--- src/rtl/bounce_emu_pkg.sv ---
// Shared types and constants for the contact-bounce emulator.
package bounce_emu_pkg;

  typedef enum logic {
    ST_IDLE   = 1'b0,
    ST_BOUNCE = 1'b1
  } state_t;

  localparam int unsigned TOGGLE_W       = 8;
  localparam logic [15:0] DEFAULT_TAPS16 = 16'hB400;
  localparam logic [7:0]  TOGGLE_SAT     = 8'd255;

  // Saturating increment for the toggle counter.
  function automatic logic [TOGGLE_W-1:0] sat_inc(input logic [TOGGLE_W-1:0] v);
    return (v == TOGGLE_SAT) ? v : v + TOGGLE_W'(1);
  endfunction

endpackage

--- src/rtl/bounce_emu_if.sv ---
// Level-in / bouncy-out bundle between the test controller and the emulator.
interface bounce_emu_if;
  import bounce_emu_pkg::*;

  logic                i_Enable;
  logic                i_Clean;
  logic                o_Bouncy;
  logic                o_Busy;
  logic [TOGGLE_W-1:0] o_Toggles;

  modport master (
    output i_Enable,
    output i_Clean,
    input  o_Bouncy,
    input  o_Busy,
    input  o_Toggles
  );

  modport slave (
    input  i_Enable,
    input  i_Clean,
    output o_Bouncy,
    output o_Busy,
    output o_Toggles
  );

endinterface

--- src/rtl/bounce_emulator_lfsr.sv ---
// Free-running shift-right Galois LFSR; an all-zero seed would lock up, so it becomes 1.
module lfsr_galois import bounce_emu_pkg::*; #(
  parameter int unsigned      WIDTH = 16,
  parameter logic [WIDTH-1:0] SEED  = 16'hACE1,
  parameter logic [WIDTH-1:0] TAPS  = DEFAULT_TAPS16
) (
  input  logic             i_CLK,
  input  logic             r_Reset,
  output logic [WIDTH-1:0] o_Value
);

  localparam logic [WIDTH-1:0] RESET_VALUE = (SEED == '0) ? WIDTH'(1) : SEED;

  // Shift right, folding the tap mask in whenever a one falls out of the LSB.
  always_ff @(posedge i_CLK) begin
    if (r_Reset) begin
      o_Value <= RESET_VALUE;
    end else begin
      o_Value <= (o_Value >> 1) ^ (o_Value[0] ? TAPS : '0);
    end
  end

endmodule

--- src/rtl/bounce_emulator.sv ---
// Contact-bounce generator: a clean level in, a pseudo-randomly chattering copy out.
module bounce_emulator import bounce_emu_pkg::*; #(
  parameter int unsigned           BOUNCE_CYCLES = 2000,
  parameter int unsigned           LFSR_WIDTH    = 16,
  parameter logic [LFSR_WIDTH-1:0] SEED          = 16'hACE1,
  parameter int unsigned           GAP_LOG2      = 4,
  parameter logic [LFSR_WIDTH-1:0] LFSR_TAPS     = DEFAULT_TAPS16
) (
  input  logic        i_CLK,
  input  logic        r_Reset,
  bounce_emu_if.slave bus
);

  localparam int unsigned      WIN_W    = (BOUNCE_CYCLES > 1) ? $clog2(BOUNCE_CYCLES) : 1;
  localparam int unsigned      GAP_W    = GAP_LOG2 + 1;
  localparam logic [WIN_W-1:0] WIN_LAST = WIN_W'(BOUNCE_CYCLES - 1);

  state_t              state_q,   state_d;
  logic                target_q,  target_d;
  logic                bouncy_q,  bouncy_d;
  logic                busy_q,    busy_d;
  logic [TOGGLE_W-1:0] toggles_q, toggles_d;
  logic [WIN_W-1:0]    win_q,     win_d;
  logic [GAP_W-1:0]    gap_q,     gap_d;

  logic [LFSR_WIDTH-1:0] lfsr_value;
  logic [GAP_W-1:0]      gap_draw;
  logic                  lfsr_unused;

  lfsr_galois #(
    .WIDTH (LFSR_WIDTH),
    .SEED  (SEED),
    .TAPS  (LFSR_TAPS)
  ) u_lfsr (
    .i_CLK   (i_CLK),
    .r_Reset (r_Reset),
    .o_Value (lfsr_value)
  );

  // Next toggle distance, 1..2^GAP_LOG2 cycles.
  assign gap_draw    = GAP_W'(lfsr_value[GAP_LOG2-1:0]) + GAP_W'(1);
  assign lfsr_unused = ^lfsr_value[LFSR_WIDTH-1:GAP_LOG2];

  // Next-state and output decode; window end outranks retrigger, enable drop and toggles.
  always_comb begin
    state_d   = state_q;
    target_d  = target_q;
    bouncy_d  = bouncy_q;
    busy_d    = busy_q;
    toggles_d = toggles_q;
    win_d     = win_q;
    gap_d     = gap_q;

    case (state_q)
      ST_IDLE: begin
        busy_d   = 1'b0;
        bouncy_d = target_q;
        if (!bus.i_Enable) begin
          target_d = bus.i_Clean;
          bouncy_d = bus.i_Clean;
        end else if (bus.i_Clean != target_q) begin
          target_d  = bus.i_Clean;
          bouncy_d  = bus.i_Clean;
          win_d     = '0;
          gap_d     = gap_draw;
          toggles_d = '0;
          busy_d    = 1'b1;
          state_d   = ST_BOUNCE;
        end
      end

      ST_BOUNCE: begin
        win_d = win_q + WIN_W'(1);
        gap_d = gap_q - GAP_W'(1);
        if (win_q == WIN_LAST) begin
          bouncy_d = target_q;
          busy_d   = 1'b0;
          state_d  = ST_IDLE;
        end else if (bus.i_Enable && (bus.i_Clean != target_q)) begin
          target_d = bus.i_Clean;
          bouncy_d = bus.i_Clean;
          win_d    = '0;
          gap_d    = gap_draw;
        end else if (!bus.i_Enable) begin
          target_d = bus.i_Clean;
          bouncy_d = bus.i_Clean;
          busy_d   = 1'b0;
          state_d  = ST_IDLE;
        end else if (gap_q == GAP_W'(1)) begin
          bouncy_d  = ~bouncy_q;
          gap_d     = gap_draw;
          toggles_d = sat_inc(toggles_q);
        end
      end

      default: begin
        state_d = ST_IDLE;
      end
    endcase
  end

  // State, counters and output registers.
  always_ff @(posedge i_CLK) begin
    if (r_Reset) begin
      state_q   <= ST_IDLE;
      target_q  <= 1'b0;
      bouncy_q  <= 1'b0;
      busy_q    <= 1'b0;
      toggles_q <= '0;
      win_q     <= '0;
      gap_q     <= '0;
    end else begin
      state_q   <= state_d;
      target_q  <= target_d;
      bouncy_q  <= bouncy_d;
      busy_q    <= busy_d;
      toggles_q <= toggles_d;
      win_q     <= win_d;
      gap_q     <= gap_d;
    end
  end

  assign bus.o_Bouncy  = bouncy_q;
  assign bus.o_Busy    = busy_q;
  assign bus.o_Toggles = toggles_q;

endmodule

--- src/flat_wrapper.sv ---
// flat-port wrapper written by rule: the top's interface ports become plain ports
module bounce_emulator_flat import bounce_emu_pkg::*;
#(
  parameter int unsigned           BOUNCE_CYCLES = 2000,
  parameter int unsigned           LFSR_WIDTH    = 16,
  parameter logic [LFSR_WIDTH-1:0] SEED          = 16'hACE1,
  parameter int unsigned           GAP_LOG2      = 4,
  parameter logic [LFSR_WIDTH-1:0] LFSR_TAPS     = DEFAULT_TAPS16
)
  (i_CLK, r_Reset, bus_i_Enable, bus_i_Clean, bus_o_Bouncy, bus_o_Busy, bus_o_Toggles);
  bounce_emu_if bus_i ();
  input  logic i_CLK;
  input  logic r_Reset;
  input wire logic [$bits(bus_i.i_Enable)-1:0] bus_i_Enable;
  input wire logic [$bits(bus_i.i_Clean)-1:0] bus_i_Clean;
  output wire logic [$bits(bus_i.o_Bouncy)-1:0] bus_o_Bouncy;
  output wire logic [$bits(bus_i.o_Busy)-1:0] bus_o_Busy;
  output wire logic [$bits(bus_i.o_Toggles)-1:0] bus_o_Toggles;
  assign bus_i.i_Enable = bus_i_Enable;
  assign bus_i.i_Clean = bus_i_Clean;
  assign bus_o_Bouncy = bus_i.o_Bouncy;
  assign bus_o_Busy = bus_i.o_Busy;
  assign bus_o_Toggles = bus_i.o_Toggles;
  bounce_emulator #(.BOUNCE_CYCLES(BOUNCE_CYCLES), .LFSR_WIDTH(LFSR_WIDTH), .SEED(SEED), .GAP_LOG2(GAP_LOG2), .LFSR_TAPS(LFSR_TAPS)) u_core (.i_CLK(i_CLK), .r_Reset(r_Reset), .bus(bus_i));
endmodule
--- config.mk ---
export PLATFORM = sky130hd
export DESIGN_NAME = bounce_emulator_flat
export DESIGN_NICKNAME = d
export VERILOG_FILES = /design/src/rtl/bounce_emu_pkg.sv /design/src/rtl/bounce_emu_if.sv /design/src/rtl/bounce_emulator_lfsr.sv /design/src/rtl/bounce_emulator.sv /design/src/flat_wrapper.sv
export SDC_FILE = /design/constraint.sdc
export NUM_CORES = 1
export LEC_CHECK = 0
export ABC_AREA = 1
export ABC_CLOCK_PERIOD_IN_PS = 2500
export BUFFER_PORTS_ARGS = -buffer_cell sky130_fd_sc_hd__buf_2
export CORE_ASPECT_RATIO = 0.6
export CORE_MARGIN = 8
export CORE_UTILIZATION = 50
export CTS_BUF_LIST = sky130_fd_sc_hd__clkbuf_2 sky130_fd_sc_hd__clkbuf_4 sky130_fd_sc_hd__clkbuf_8
export DETAILED_ROUTE_END_ITERATION = 8
export PLACE_DENSITY_LB_ADDON = 0.25
export SLEW_MARGIN = 20
export SYNTH_ARGS = -nofsm -noshare
export SYNTH_HDL_FRONTEND = slang
export SYNTH_SLANG_ARGS = --single-unit
--- constraint.sdc ---
create_clock -name i_CLK -period 2.5 [get_ports i_CLK]
set_clock_uncertainty 0.15 [all_clocks]
set_input_delay 0.375 -clock i_CLK [delete_from_list [all_inputs] [get_ports i_CLK]]
set_output_delay 0.375 -clock i_CLK [all_outputs]
set_load 0.005 [all_outputs]
* After elaboration in Yosys (flattened, before gate mapping) *
Index checks and enable logic that the tools add are counted.
Widths: inputs -> output; s select.

operators by class
  add/sub/neg operators = 4
  eq/ne operators = 15
  multiplexer cells = 42
  bitwise logic cells = 3
  reduce and logical (&&, ||, !) cells = 5

operators by type and width
  cell                   number
  $mux 8                 7
  $mux 11                4
  $mux 5                 6
  $pmux 11 s2            1
  $mux 1                 17
  $mux 16                1
  $pmux 8 s2             1
  $xor 15x16->16         1
  $ne 2x2->1 const B     6
  $add 11x1->11 const B  1
  $eq 11x11->1 const B   1
  $pmux 5 s2             1
  $ne 3x3->1 const B     3
  $add 8x1->8 const B    1
  $eq 8x8->1 const B     1
  $pmux 1 s2             4
  $reduce_and 7->1       1
  $reduce_and 2->1       3
  $add 4x1->5 const B    1
  $eq 5x1->1 const B     1
  $ne 5x5->1 const B     1
  $sub 5x1->5 const B    1
  $ne 2x1->1 const B     1
  $not 1->1              2
  other kinds (2)        2

storage, ports and cells
  flip-flop bits (word level) = 44
  output and inout bits = 10
  logic and storage cells = 77

* Longest topological paths before layout *
  word-level depth = 7
  gate-level depth with buffers = 9

* Hierarchy *
Synthesis repeated with hierarchy kept, for this count alone.

second synthesis, totals
  cell total of the unflattened synthesis = 338
  area, all modules = 2302.2 µm²

modules (own cells, without submodules)
  module           times used  cells an instance  area an instance (µm²)  sequential area each (µm²)
  bounce_emulator  1           287                1828.0                  560.5
  lfsr_galois      1           51                 474.2                   320.3

* Least setup slack after synthesis *
OpenSTA, ideal clock, no wires.

  path type = reg2reg
  from = reg u_core.win_q[0]
  to = reg u_core.win_q[5]
  arrival = 1.327 ns
  data required time = 2.282 ns
  setup slack = 0.954 ns
  cell stages (with the launch flop) = 9
  buffers on the path = 1
  clock period less this slack = 1.546 ns
  cell sequence = dfxtp_1 -> ha_1 -> nand3_2 -> nor2_4 -> nand3_4 -> o21ai_4 -> buf_8 -> nand3_2 -> a21oi_2

on the way
  longest elaborated chain between the ends = 4
  elaborated cells on any way between the ends = 5
  classes of those cells = add/sub (1); eq/ne (1); mux (3)

RTL lines
  item                    line                    text
  start, declared         bounce_emulator.sv:23   logic [WIN_W-1:0] win_q, win_d;
  start signal, assigned  bounce_emulator.sv:118  win_q <= win_d;
  $add 11x1->11           bounce_emulator.sv:73   win_d = win_q + WIN_W'(1);
  $mux 11                 bounce_emulator.sv:79   end else if (bus.i_Enable && (bus.i_Clean != target_q)) begin
  $mux 11 (*)             bounce_emulator.sv:75   if (win_q == WIN_LAST) begin
  $pmux 11 s2 (*)         bounce_emulator.sv:54   case (state_q)

Mark *: on every way between the ends. The rest lies on a longest branch, timed or not.
A chain may end at the register's enable or synchronous reset.

* Final worst setup path *
  from = reg u_core.state_q
  to = reg u_core.gap_q[3]

on the way
  longest elaborated chain between the ends = 3
  elaborated cells on any way between the ends = 5
  classes of those cells = eq/ne (2); mux (1); bitwise (1); reduce/logical (1)

RTL lines
  item                                                       line                    text
  start, declared                                            bounce_emulator.sv:18   state_t state_q, state_d;
  start signal, assigned                                     bounce_emulator.sv:113  state_q <= state_d;
  $not 1->1                                                  bounce_emulator.sv:54
  $ne 2x1->1 (no line) / $ne 2x2->1 (equally long branches)  --
  $reduce_and 2->1 (no line)                                 --
  end signal, assigned                                       bounce_emulator.sv:119  gap_q <= gap_d;
  end, declared                                              bounce_emulator.sv:24   logic [GAP_W-1:0] gap_q, gap_d;

Parallel ways exist; a longest one is shown, timed or not.

==> reports/metrics.csv <==
stage;metric;value;unit
outcome;outcome;finished clean;
critical_path;r2r_cells;7;
synth;synth_area_leaders;dfxtp_1, nand2_1, nand3_1, inv_1, nor2_1;
critical_path;crit_top_cell;inv_1;
critical_path;crit_path_max_fanout;14;
power_and_ir_drop;power_frac_clock;37.8;%
timing;maxSlewHeadroom;65.8;%
synth;synthTopCellsByCount;nand2_1, dfxtp_1, nand3_1;
detailed_routing;drt-pass1-iter-count;4;
cts;cts_max_level;2;
power_and_ir_drop;combPwrFrac;11.8;%
critical_path;crit_family;flip-flops;
cts;cts.sinks;44;
power_and_ir_drop;net-switching-power;0.000402;W
floorplanning;fp.dieArea;0.00720;sq mm
synth;synth_top_area_share;37.6;%
critical_path;crit_path_max_incr_delay;650;ps
synth;syn_nets;330;
timing;setup_ws;445;ps
synth;ys_seq_area_share;37.6;%
critical_path;crit_chain;inv_1 > nand2_2 > inv_1 > nand2_1 > nand3_1 > nand2_1 > inv_1;
floorplanning;die_y;69.0;microns
critical_path;crit_type;flop to flop;
final_layout;area_growth;8.82;%
timing;final_hold_viol_count;0;
synth;synth.avg_cell_area;7.29;sq um
floorplanning;die_w;104;microns
min_path;min-delay-path-class;input pin to flop;
power_and_ir_drop;p_int;0.00109;W
synth;synth-edff-count;0;
timing;fin_crit;2050;ps
cts;cts_buffer_depth;2;
final_layout;utilization;56.1;%
final_layout;fin_cells;395;
cts;cts_setup_buffers;0;
timing;finalCritPeriodShare;82.2;%
synth;yosys.area.top_type;dfxtp_1;
cts;cts_made_buffers;5;
timing;setup_viol;0;
detailed_routing;routedWlPerCell;12.6;microns
placed_design;pre_cts_ws;467;ps
cts;cts_tree;yes;
global_route;grt_pass1_wl;8270;microns
critical_path;path_buf_inv;3;
detailed_routing;antenna_left;0;
power_and_ir_drop;leakagePower;1.04;nW
floorplanning;std_cell_rows;19;
floorplanning;start_util;51.5;%
synth;synth_cells;321;
floorplanning;core_area;0.00454;sq mm
detailed_routing;wirelength;4960;microns
cts;clock_latency;300;ps
detailed_routing;post-route-drc-count;0;
power_and_ir_drop;switching_share;27.0;%
min_path;holdPathStages;3;
critical_path;startpoint_type;flop;
global_route;antenna_found_initial;0;
cts;cts_root_buf;clkbuf_8;
synth;synth_warnings;0;
critical_path;r2r-end;u_core.gap_q[3];
final_layout;fin_nets;340;
synth;synth.most_common_cell;nand2_1;
synth;netlist_area;0.00234;sq mm
placed_design;hpwl;3710;microns
timing;worst-slew-pin-transition;512;ps
detailed_routing;via_per_inst;5.05;
power_and_ir_drop;seqPwrFrac;50.4;%
critical_path;rr_startpoint;u_core.state_q;
critical_path;arrival;2120;ps
global_route;grt-ovfl-total;0;
timing;setup-tns-final;0;ps
final_layout;antenna_cells;0;
detailed_routing;vias;1995;
synth;ys_ff_latch;44;
placed_design;gp_congestion;0.839;
synth;ys_types;32;
critical_path;cp.required;2560;ps
critical_path;cp_slowest_cell;dfxtp_1;
cts;clkSlewWorstSetupHoldPaths;90;ps
global_route;grt_pass1_vias;1758;
power_and_ir_drop;power_density;585;mW/mm^2
final_layout;fillCellCount;439;
final_layout;drive_above_1_share;19.3;%
timing;maxSlewViolCount;0;
timing;rsz0062_at_grt;false;
detailed_routing;drt_iter0_drc;152;
min_path;hold_end;u_core.target_q;
placed_design;place_inst;387;
cts;post_cts_resized;0;
timing;clock.fmax;487;MHz
synth;synthFlopType;dfxtp_1;
min_path;hp-start;bus_i_Clean;
floorplanning;ios;14;
global_route;track_usage;14.5;%
cts;hold_buffers;0;
synth;synthArstFlopShare;0;%
critical_path;reg2reg_slack;450;ps
placed_design;portBuffers;13;
critical_path;critPathCaptureType;flop;
power_and_ir_drop;vdd_drop_max;383;uV
global_route;grt_max_degree;19;
job;maxCapViolCount;0;
[cell families after synthesis]
family / share of synthesized area, %
xor gates and xnor gates: 2.99
buffers and inverters: 8.56
DFF: 37.6
and+or+nand+nor: 35.5
adders and majority gates: 2.67
AOI/OAI and AO/OA: 12.7
[layout make-up]
type / instances / area (sq um) / share of cell area (%)
Multi-Input combinational cell: 229 / 1260 / 49.4
Sequential cell: 44 / 881 / 34.6
Inverter: 37 / 139 / 5.45
Tap cell: 63 / 78.8 / 3.10
Timing Repair Buffer: 14 / 72.6 / 2.85
Clock buffer: 5 / 68.8 / 2.70
Clock inverter: 3 / 47.5 / 1.87
[worst max-delay path by stage]
stage                    startpoint               to  slack [ps]  cells past startpoint
floorplan           u_core.win_q[0]  u_core.win_q[5]         950                      8
global placement     u_core.state_q  u_core.gap_q[2]         580                      7
detailed placement   u_core.state_q  u_core.gap_q[3]         470                      7
CTS                  u_core.state_q  u_core.gap_q[3]         440                      7
global route         u_core.state_q  u_core.gap_q[3]         240                      7
finish               u_core.state_q  u_core.gap_q[3]         450                      7
[state kept, by name (all words and copies together), names as in the netlist]
signal                 flops
u_core.bus.o_Bouncy        1
u_core.bus.o_Busy          1
u_core.bus.o_Toggles       8
u_core.gap_q               5
u_core.state_q             1
u_core.target_q            1
u_core.u_lfsr.o_Value     16
u_core.win_q              11
[layer usage]
metal	up-vias	track usage [%]	part of all wire [%]	wire (microns)
met1	883	19.9	53	2620
met3	5	5.01	6.4	316
met2	50	20.9	40	1980
met5	-	0	0	0
li1	1057	-	-	-
met4	0	4.83	0.83	41
[power groups by stage]
stage / logic [W] / clock network [W] / registers, W
6_report: 0.000176 / 0.000564 / 0.000751
4_1_cts: 0.000175 / 0.000580 / 0.000751
2_1_floorplan: 0.000145 / 0 / 0.000760
5_1_grt: 0.000199 / 0.000603 / 0.000755
3_5_place_dp: 0.000174 / 0 / 0.000767
3_3_place_gp: 0.000169 / 0 / 0.000766
[through the flow]
stage	area [sq um]	hold WS (ps)	total power (W)
2_1_floorplan	2340	238	0.000905
3_3_place_gp	2430	241	0.000935
3_5_place_dp	2430	245	0.000941
4_1_cts	2550	227	0.00151
5_1_grt	2550	240	0.00156
6_report	2550	239	0.00149
[cells in the final DEF (no fill, tap or decap), types with 2 or more instances in the layout]
| master | n |
|---|---|
| nand3_1 | 40 |
| o21bai_1 | 3 |
| nand4_1 | 6 |
| or2_2 | 6 |
| nand2_1 | 68 |
| dfxtp_1 | 44 |
| clkinv_4 | 2 |
| inv_1 | 35 |
| inv_2 | 2 |
| nor2_4 | 2 |
| ha_1 | 5 |
| nand2_2 | 9 |
| buf_2 | 13 |
| nand3b_1 | 2 |
| nand3_2 | 6 |
| a21oi_1 | 14 |
| a21oi_2 | 12 |
| nor2_1 | 29 |
| o21ai_0 | 11 |
| xor2_1 | 7 |
| clkbuf_8 | 5 |
[worst register-to-register path, stage by stage (launching register included)]
cell and delay (ps):
dfxtp_1 650, inv_1 340, nand2_2 280, inv_1 250, nand2_1 120, nand3_1 80
nand2_1 60, inv_1 40
Power figures use the tool's default switching activity.
